File: src/rtl/riscv_mem_pkg.sv
// Shared load/store encodings and state type for the memory-stage access path.
package riscv_mem_pkg;

  localparam logic [2:0] F3_B  = 3'b000;
  localparam logic [2:0] F3_H  = 3'b001;
  localparam logic [2:0] F3_W  = 3'b010;
  localparam logic [2:0] F3_BU = 3'b100;
  localparam logic [2:0] F3_HU = 3'b101;

  typedef enum logic [1:0] {
    IDLE = 2'b00,
    BUSY = 2'b01,
    DONE = 2'b10
  } dmem_state_t;

  // Unsigned widths exist only for loads.
  function automatic logic f3_legal(input logic [2:0] f3, input logic is_store);
    case (f3)
      F3_B, F3_H, F3_W: return 1'b1;
      F3_BU, F3_HU:     return ~is_store;
      default:          return 1'b0;
    endcase
  endfunction

endpackage

File: src/rtl/lsu_lane_format.sv
// Combinational byte-lane placement for stores and extraction/extension for loads.
module lsu_lane_format
  import riscv_mem_pkg::*;
(
  input  logic [2:0]  func3,
  input  logic [1:0]  offset,
  input  logic [31:0] store_data,
  input  logic [31:0] rdata,
  output logic [3:0]  byte_en,
  output logic [31:0] wdata,
  output logic [31:0] load_data
);

  logic [31:0] shifted_s;

  assign shifted_s = rdata >> {offset, 3'b000};

  // Store lane enables and replicated write data
  always_comb begin
    byte_en = 4'b0000;
    wdata   = 32'h0000_0000;
    case (func3)
      F3_B, F3_BU: begin
        byte_en = 4'b0001 << offset;
        wdata   = {4{store_data[7:0]}};
      end
      F3_H, F3_HU: begin
        byte_en = offset[1] ? 4'b1100 : 4'b0011;
        wdata   = {2{store_data[15:0]}};
      end
      F3_W: begin
        byte_en = 4'b1111;
        wdata   = store_data;
      end
      default: begin
        byte_en = 4'b0000;
        wdata   = 32'h0000_0000;
      end
    endcase
  end

  // Load extraction with sign or zero extension
  always_comb begin
    load_data = 32'h0000_0000;
    case (func3)
      F3_B:    load_data = {{24{shifted_s[7]}}, shifted_s[7:0]};
      F3_BU:   load_data = {24'h00_0000, shifted_s[7:0]};
      F3_H:    load_data = {{16{shifted_s[15]}}, shifted_s[15:0]};
      F3_HU:   load_data = {16'h0000, shifted_s[15:0]};
      F3_W:    load_data = shifted_s;
      default: load_data = 32'h0000_0000;
    endcase
  end

endmodule

File: src/rtl/dmem_access_ctrl.sv
// MEM-stage controller: sequences one load/store onto the data bus, stalls the
// pipeline while it is outstanding, and formats store lanes and load results.
module dmem_access_ctrl
  import riscv_mem_pkg::*;
#(
  parameter int TIMEOUT_CYCLES = 16,
  parameter int CNT_W          = $clog2(TIMEOUT_CYCLES + 1)
)
(
  input  logic        clk,
  input  logic        rstN,
  input  logic        memRead,
  input  logic        memWrite,
  input  logic [2:0]  func3,
  input  logic [31:0] addr,
  input  logic [31:0] storeData,
  output logic        memReq,
  output logic        memWe,
  output logic [31:0] memAddr,
  output logic [31:0] memWdata,
  output logic [3:0]  memByteEn,
  input  logic [31:0] memRdata,
  input  logic        memReady,
  output logic        stall,
  output logic [31:0] loadData,
  output logic        loadValid,
  output logic        accessFault,
  output logic        busTimeout
);

  localparam logic [CNT_W-1:0] CNT_LAST = CNT_W'(TIMEOUT_CYCLES - 1);

  dmem_state_t      state_r, state_nxt_s;
  logic [CNT_W-1:0] cnt_r;
  logic [2:0]       func3_r;
  logic [1:0]       offset_r;
  logic             mem_we_r;
  logic [31:0]      mem_addr_r, mem_wdata_r, load_data_r;
  logic [3:0]       mem_be_r;
  logic             load_valid_r, bus_timeout_r;

  logic access_s, misalign_s, fault_s;
  logic accept_s, stall_s, fault_out_s, done_ok_s, timeout_s;
  logic [2:0]  fmt_func3_s;
  logic [1:0]  fmt_offset_s;
  logic [3:0]  fmt_be_s;
  logic [31:0] fmt_wdata_s, fmt_load_s;

  assign access_s = memRead ^ memWrite;

  // Natural-alignment check by access size
  always_comb begin
    misalign_s = 1'b0;
    case (func3[1:0])
      2'b01:   misalign_s = addr[0];
      2'b10:   misalign_s = |addr[1:0];
      default: misalign_s = 1'b0;
    endcase
  end

  assign fault_s = (memRead & memWrite) |
                   (access_s & (~f3_legal(func3, memWrite) | misalign_s));

  // In IDLE the formatter sees the incoming op; afterwards it sees the latched one.
  assign fmt_func3_s  = (state_r == IDLE) ? func3     : func3_r;
  assign fmt_offset_s = (state_r == IDLE) ? addr[1:0] : offset_r;

  lsu_lane_format u_fmt (
    .func3      (fmt_func3_s),
    .offset     (fmt_offset_s),
    .store_data (storeData),
    .rdata      (memRdata),
    .byte_en    (fmt_be_s),
    .wdata      (fmt_wdata_s),
    .load_data  (fmt_load_s)
  );

  // Next-state and combinational handshake decode
  always_comb begin
    state_nxt_s = state_r;
    accept_s    = 1'b0;
    stall_s     = 1'b0;
    fault_out_s = 1'b0;
    done_ok_s   = 1'b0;
    timeout_s   = 1'b0;
    case (state_r)
      IDLE: begin
        if (fault_s) begin
          fault_out_s = 1'b1;
        end else if (access_s) begin
          accept_s    = 1'b1;
          stall_s     = 1'b1;
          state_nxt_s = BUSY;
        end else begin
          state_nxt_s = IDLE;
        end
      end
      BUSY: begin
        stall_s = 1'b1;
        if (memReady) begin
          done_ok_s   = 1'b1;
          state_nxt_s = DONE;
        end else if (cnt_r == CNT_LAST) begin
          timeout_s   = 1'b1;
          state_nxt_s = DONE;
        end else begin
          state_nxt_s = BUSY;
        end
      end
      DONE:    state_nxt_s = IDLE;
      default: state_nxt_s = IDLE;
    endcase
  end

  // State register and BUSY wait counter
  always_ff @(posedge clk or negedge rstN) begin
    if (!rstN) begin
      state_r <= IDLE;
      cnt_r   <= {CNT_W{1'b0}};
    end else begin
      state_r <= state_nxt_s;
      if (state_r == BUSY && !done_ok_s && !timeout_s) begin
        cnt_r <= cnt_r + CNT_W'(1);
      end else begin
        cnt_r <= {CNT_W{1'b0}};
      end
    end
  end

  // Bus-side latches and load result registers
  always_ff @(posedge clk or negedge rstN) begin
    if (!rstN) begin
      mem_addr_r    <= 32'h0000_0000;
      mem_we_r      <= 1'b0;
      mem_be_r      <= 4'b0000;
      mem_wdata_r   <= 32'h0000_0000;
      func3_r       <= 3'b000;
      offset_r      <= 2'b00;
      load_data_r   <= 32'h0000_0000;
      load_valid_r  <= 1'b0;
      bus_timeout_r <= 1'b0;
    end else begin
      if (accept_s) begin
        mem_addr_r  <= {addr[31:2], 2'b00};
        mem_we_r    <= memWrite;
        mem_be_r    <= fmt_be_s;
        mem_wdata_r <= fmt_wdata_s;
        func3_r     <= func3;
        offset_r    <= addr[1:0];
      end
      if (done_ok_s) begin
        load_data_r <= fmt_load_s;
      end else if (timeout_s) begin
        load_data_r <= 32'h0000_0000;
      end
      load_valid_r  <= done_ok_s & ~mem_we_r;
      bus_timeout_r <= timeout_s;
    end
  end

  // Combinational outputs are gated by reset so an abandoned access drops at once.
  assign stall       = rstN & stall_s;
  assign accessFault = rstN & fault_out_s;
  assign memReq      = (state_r == BUSY);
  assign memWe       = mem_we_r;
  assign memAddr     = mem_addr_r;
  assign memByteEn   = mem_be_r;
  assign memWdata    = mem_wdata_r;
  assign loadData    = load_data_r;
  assign loadValid   = load_valid_r;
  assign busTimeout  = bus_timeout_r;

endmodule

File: config.mk
export PLATFORM = sky130hd
export DESIGN_NAME = dmem_access_ctrl
export DESIGN_NICKNAME = d
export VERILOG_FILES = /design/src/rtl/riscv_mem_pkg.sv /design/src/rtl/lsu_lane_format.sv /design/src/rtl/dmem_access_ctrl.sv
export SDC_FILE = /design/constraint.sdc
export NUM_CORES = 1
export LEC_CHECK = 0
export BUFFER_PORTS_ARGS = -buffer_cell sky130_fd_sc_hd__clkbuf_2
export CELL_PAD_IN_SITES_DETAIL_PLACEMENT = 0
export CELL_PAD_IN_SITES_GLOBAL_PLACEMENT = 2
export CORE_ASPECT_RATIO = 1.25
export CORE_MARGIN = 2
export CORE_UTILIZATION = 30
export CTS_CLUSTER_DIAMETER = 200
export DETAILED_ROUTE_END_ITERATION = 6
export GPL_ROUTABILITY_DRIVEN = 0
export PLACE_DENSITY = 0.86
export SETUP_SLACK_MARGIN = 0.5
export SLEW_MARGIN = 15
export SYNTH_ARGS = -nofsm -noshare
export SYNTH_HDL_FRONTEND = slang
export SYNTH_SLANG_ARGS = --single-unit
File: constraint.sdc
create_clock -name clk -period 2.7 [get_ports clk]
set_clock_uncertainty 0.15 [all_clocks]
set_input_delay 0.27 -clock clk [delete_from_list [all_inputs] [get_ports clk]]
set_output_delay 0.27 -clock clk [all_outputs]
set_load 0.03 [all_outputs]
==> flow_summary.html <==
<table>
<tr><th>Metric</th><th>Value</th></tr>
<tr><th colspan="2">Drt</th></tr>
<tr><td>Remaining design rule violation count</td><td>0</td></tr>
<tr><td>Met1 Routed Length</td><td>7.61 mm</td></tr>
<tr><td>Total length of routed wires</td><td>19.1 mm</td></tr>
<tr><td>1st-pass router iterations</td><td>4</td></tr>
<tr><td>Via count</td><td>5391</td></tr>
<tr><td>Routed vias/inst</td><td>5.17</td></tr>
<tr><td>Highest routed metal layer</td><td>met4</td></tr>
<tr><td>Routed len/inst</td><td>18.3 microns</td></tr>
<tr><td>DRT antenna net count</td><td>0</td></tr>
<tr><td>Detailed route wirelength on metal3</td><td>1.34 mm</td></tr>
<tr><td>Met2 WL post-DR</td><td>9.75 mm</td></tr>
<tr><td>Iteration-0 DRC Markers</td><td>256</td></tr>
<tr><th colspan="2">Setup path</th></tr>
<tr><td>Crit Reg-Reg Startpoint</td><td>state_r[0]$_DFFE_PN0P_</td></tr>
<tr><td>Start point of the critical path</td><td>state_r[0]$_DFFE_PN0P_</td></tr>
<tr><td>CP top delay family</td><td>multiplexers</td></tr>
<tr><td>Maximum fanout count along the critical path</td><td>24</td></tr>
<tr><td>Type of element launching the critical path</td><td>flop</td></tr>
<tr><td>CP Cell Sequence</td><td>nor2_8, mux2i_4, buf_12, mux2_2, a22oi_2, o221ai_2</td></tr>
<tr><td>Slowest cell on crit path</td><td>dfrtp_2</td></tr>
<tr><td>Combined buffer and inverter count along the critical path</td><td>1</td></tr>
<tr><td>Number of cells on the worst reg-to-reg path</td><td>6</td></tr>
<tr><td>Category of the most critical setup path</td><td>reg2reg</td></tr>
<tr><td>Worst path max stage delay</td><td>0.47 ns</td></tr>
<tr><td>Cell depth of the worst setup path</td><td>6</td></tr>
<tr><td>Required @ worst endpoint</td><td>2.83 ns</td></tr>
<tr><td>Kind of capture point of the worst setup path</td><td>flop</td></tr>
<tr><td>Critical Path AT</td><td>2.34 ns</td></tr>
<tr><th colspan="2">Worst hold path</th></tr>
<tr><td>Worst hold stages</td><td>3</td></tr>
<tr><td>Worst Hold Launch</td><td>addr[0]</td></tr>
<tr><td>Min-delay worst type</td><td>in2reg</td></tr>
<tr><th colspan="2">Die</th></tr>
<tr><td>I/O pin cnt</td><td>210</td></tr>
<tr><td>Starting density of the core</td><td>0.307</td></tr>
<tr><td>Overall die width</td><td>126 microns</td></tr>
<tr><td>Number of placement rows</td><td>55</td></tr>
<tr><td>Area of the die</td><td>19700 sq um</td></tr>
<tr><td>Total core area</td><td>18200 sq um</td></tr>
<tr><td>Vertical die dimension</td><td>156 microns</td></tr>
<tr><th colspan="2">Power</th></tr>
<tr><td>Internal Power</td><td>5.13 mW</td></tr>
<tr><td>Power share of the clock group</td><td>0.256</td></tr>
<tr><td>Net load switching power</td><td>3.73 mW</td></tr>
<tr><td>Fraction of power consumed by combinational cells</td><td>0.435</td></tr>
<tr><td>Sequential Power Share</td><td>0.309</td></tr>
<tr><td>Leakage</td><td>4.01 nW</td></tr>
<tr><td>Power per cell area</td><td>1030 nW/um^2</td></tr>
<tr><td>Maximum resistive drop on vdd</td><td>0.000431 V</td></tr>
<tr><td>Switching portion of total power</td><td>0.421</td></tr>
<tr><th colspan="2">Synth</th></tr>
<tr><td>Ys flop type</td><td>dfrtp_1</td></tr>
<tr><td>Avg Synthesized Cell Area</td><td>10.8 sq um</td></tr>
<tr><td>EDFF count, synth</td><td>0</td></tr>
<tr><td>Number of unique standard cell types used by synthesis</td><td>54</td></tr>
<tr><td>Summed instance area of the synthesized netlist</td><td>5570 sq um</td></tr>
<tr><td>Async S/R FF share, synth</td><td>1.00</td></tr>
<tr><td>Yosys warning count</td><td>0</td></tr>
<tr><td>Register bit total from synthesis</td><td>113</td></tr>
<tr><td>Synthesized instance count</td><td>517</td></tr>
<tr><td>Sequential element share of the synthesized area</td><td>0.508</td></tr>
<tr><th colspan="2">Timing</th></tr>
<tr><td>Total count of max-transition violations in the final report</td><td>0</td></tr>
<tr><td>Highest achievable clock rate</td><td>453 MHz</td></tr>
<tr><td>Slew at the pin closest to its max-slew limit</td><td>0.627 ns</td></tr>
<tr><td>Final min period</td><td>2.21 ns</td></tr>
<tr><td>Setup repair after global routing missed its margin</td><td>true</td></tr>
<tr><td>Worst slew slack as a fraction of its limit</td><td>0.582</td></tr>
<tr><td>Share of the clock period used by the worst path after layout</td><td>0.818</td></tr>
<tr><td>Number of failing setup endpoints in the final timing report</td><td>0</td></tr>
<tr><td>Final sum of negative setup slack</td><td>0 ns</td></tr>
<tr><td>Worst hold margin</td><td>0.0247 ns</td></tr>
<tr><td>Count of final hold-check violations</td><td>0</td></tr>
<tr><th colspan="2">Clock network</th></tr>
<tr><td>CTS HTree Levels</td><td>4</td></tr>
<tr><td>CTS tree</td><td>done</td></tr>
<tr><td>Clock transition at the registers of the reported paths</td><td>0.05 ns</td></tr>
<tr><td>Buffer cell driving the clock tree root</td><td>clkbuf_16</td></tr>
<tr><td>Source-to-sink clock delay at the later pin of the worst-skew pair</td><td>0.41 ns</td></tr>
<tr><td>Total CTS buffers</td><td>17</td></tr>
<tr><td>Clock Path Buffers</td><td>2</td></tr>
<tr><td>Total clock sinks</td><td>113</td></tr>
<tr><th colspan="2">Final layout</th></tr>
<tr><td>FILL cells</td><td>1689</td></tr>
<tr><td>Area grow syn2layout</td><td>54.6%</td></tr>
<tr><td>Proportion of layout cells with a drive suffix above 1</td><td>0.472</td></tr>
<tr><td>Post-layout nets</td><td>912</td></tr>
<tr><td>Multi-input logic area</td><td>2800 sq um</td></tr>
<tr><td>Finished Layout Cells</td><td>1043</td></tr>
<tr><td>Diodes inserted</td><td>0</td></tr>
<tr><td>FF+latch area</td><td>2830 sq um</td></tr>
<tr><th colspan="2">Run status</th></tr>
<tr><td>Status</td><td>finished clean</td></tr>
<tr><th colspan="2">Placement</th></tr>
<tr><td>Number of cells after detailed placement</td><td>926</td></tr>
<tr><td>Port Buffers</td><td>207</td></tr>
<tr><td>Hpwl dp</td><td>12.4 mm</td></tr>
<tr><th colspan="2">Global routing</th></tr>
<tr><td>Total routing usage reported by global routing</td><td>0.194</td></tr>
<tr><td>Initial antenna violation count</td><td>1</td></tr>
<tr><td>Wire length of the first global-routing pass</td><td>30.3 mm</td></tr>
<tr><td>Maximum number of pins on one net before global-route repair</td><td>110</td></tr>
<tr><td>Via count of the first global-routing pass</td><td>5611</td></tr>
<tr><td>Sum of overflow across all layers after global routing</td><td>0</td></tr>
<tr><th colspan="2">Run</th></tr>
<tr><td>Maximum Capacitance Violations</td><td>0</td></tr>
</table>
==> per-layer routing <==
layer | track usage | vias to the layer above
met3 | 0.0544 | 30
met2 | 0.330 | 216
met1 | 0.233 | 2667
li1 | - | 2478
met4 | 0.0733 | 0
met5 | 0 | -
==> repair_timing <==
| action | CTS | global route |
|---|---|---|
| endpoints found under the setup margin | 89 | 93 |
| resized for setup | 34 | 53 |
| hold buffers | 61 | 0 |
| pin swaps | 9 | 15 |
| endpoints found under the hold margin | 173 | 0 |
| buffers inserted | 16 | 6 |
| gates cloned | 2 | 0 |
==> through the flow <==
stage	setup slack (ns)	total power, mW	util	area, sq um
3_5_place_dp	0.0724	6.25	0.377	6850
6_report	0.491	8.87	0.474	8610
3_3_place_gp	0.138	6.18	0.377	6850
2_1_floorplan	0.513	5.09	-	5600
5_1_grt	0.438	9.35	0.474	8610
4_1_cts	0.425	8.82	0.460	8360
==> cell usage in the layout (no fill, tap or decap), types with 4 or more instances in the layout <==
master / Yosys / final
clkbuf_2: 0 / 203
dlygate4sd3_1: 0 / 61
a221oi_1: 24 / 16
dfrtp_1: 113 / 111
o21ai_0: 16 / 14
a221oi_2: 0 / 8
a22oi_2: 0 / 5
clkbuf_16: 0 / 17
buf_12: 0 / 5
a31oi_1: 21 / 21
inv_1: 17 / 14
ha_1: 6 / 6
nor2_1: 62 / 61
mux2i_1: 16 / 13
a21oi_1: 26 / 21
mux2_2: 47 / 41
mux2_4: 0 / 6
nand2_1: 38 / 36
a2bb2oi_1: 9 / 9
a32o_1: 7 / 7
clkinv_2: 0 / 4
a21oi_2: 1 / 4
a22oi_1: 16 / 11
o221ai_2: 0 / 7
buf_6: 6 / 7
clkinvlp_4: 0 / 4
buf_4: 4 / 23
nand3_1: 11 / 9
==> area by class of cell <==
type | count | area share
Tap cell | 228 | 0.0331
Clock buffer | 18 | 0.0498
Timing Repair Buffer | 303 | 0.236
Multi-Input combinational cell | 350 | 0.326
Clock inverter | 14 | 0.0193
Inverter | 17 | 0.00741
Sequential cell | 113 | 0.329
==> Yosys cell counts (all sizes together), types with 16 or more instances <==
cell    instances  share of area
a21oi          27          0.025
a221oi         24          0.038
a22oi          16          0.022
a31oi          21          0.024
clkbuf         25          0.020
dfrtp         113           0.51
inv            17          0.011
mux2           47          0.095
mux2i          18          0.034
nand2          39          0.027
nor2           63          0.045
o21ai          17          0.015
==> power by group through the flow <==
| stage | Sequential, mW | Combinational (mW) | Clock (mW) |
|---|---|---|---|
| 6_report | 2.74 | 3.86 | 2.27 |
| 2_1_floorplan | 3.89 | 1.20 | 0 |
| 4_1_cts | 2.75 | 3.74 | 2.33 |
| 3_3_place_gp | 2.75 | 3.44 | 0 |
| 3_5_place_dp | 2.77 | 3.48 | 0 |
| 5_1_grt | 2.84 | 4.11 | 2.40 |
==> worst reg2reg max path, cell delays in order (launching register included) <==
cell and delay, ns:
dfrtp_2 0.47, nor2_8 0.19, mux2i_4 0.32, buf_12 0.23, mux2_2 0.38, a22oi_2 0.22
o221ai_2 0.12
==> registers in the layout, summed over array words and instances (netlist names) <==
name        flops
loadData       32
memWdata       32
memAddr        30
cnt_r           5
memByteEn       4
func3_r         3
offset_r        2
state_r         2
busTimeout      1
loadValid       1
memWe           1
==> path summary, 6_finish.rpt <==
check	slack, ns	endpoint
max	0.49	loadData[8]$_DFFE_PN0P_
min	0.02	offset_r[0]$_DFFE_PN0P_
max reg2reg	0.49	loadData[8]$_DFFE_PN0P_
min reg2reg	0.32	loadValid$_DFF_PN0_
max in group asynchronous	1.46	memByteEn[1]$_DFFE_PN0P_
min in group asynchronous	0.11	loadValid$_DFF_PN0_
==> logic make-up (layout without fill, tap and decap cells) <==
group           after synthesis  in the layout  synth area share
compound gates              139            141             0.183
xor+xnor                      2              2           0.00314
fa+ha+maj                     6              6            0.0135
buf+inv                      57            352            0.0537
flops                       113            113             0.508
mux                          65             65             0.129
other cells                   1              2          0.000673
simple gates                134            134             0.110
(Power assumes the default switching activity.)
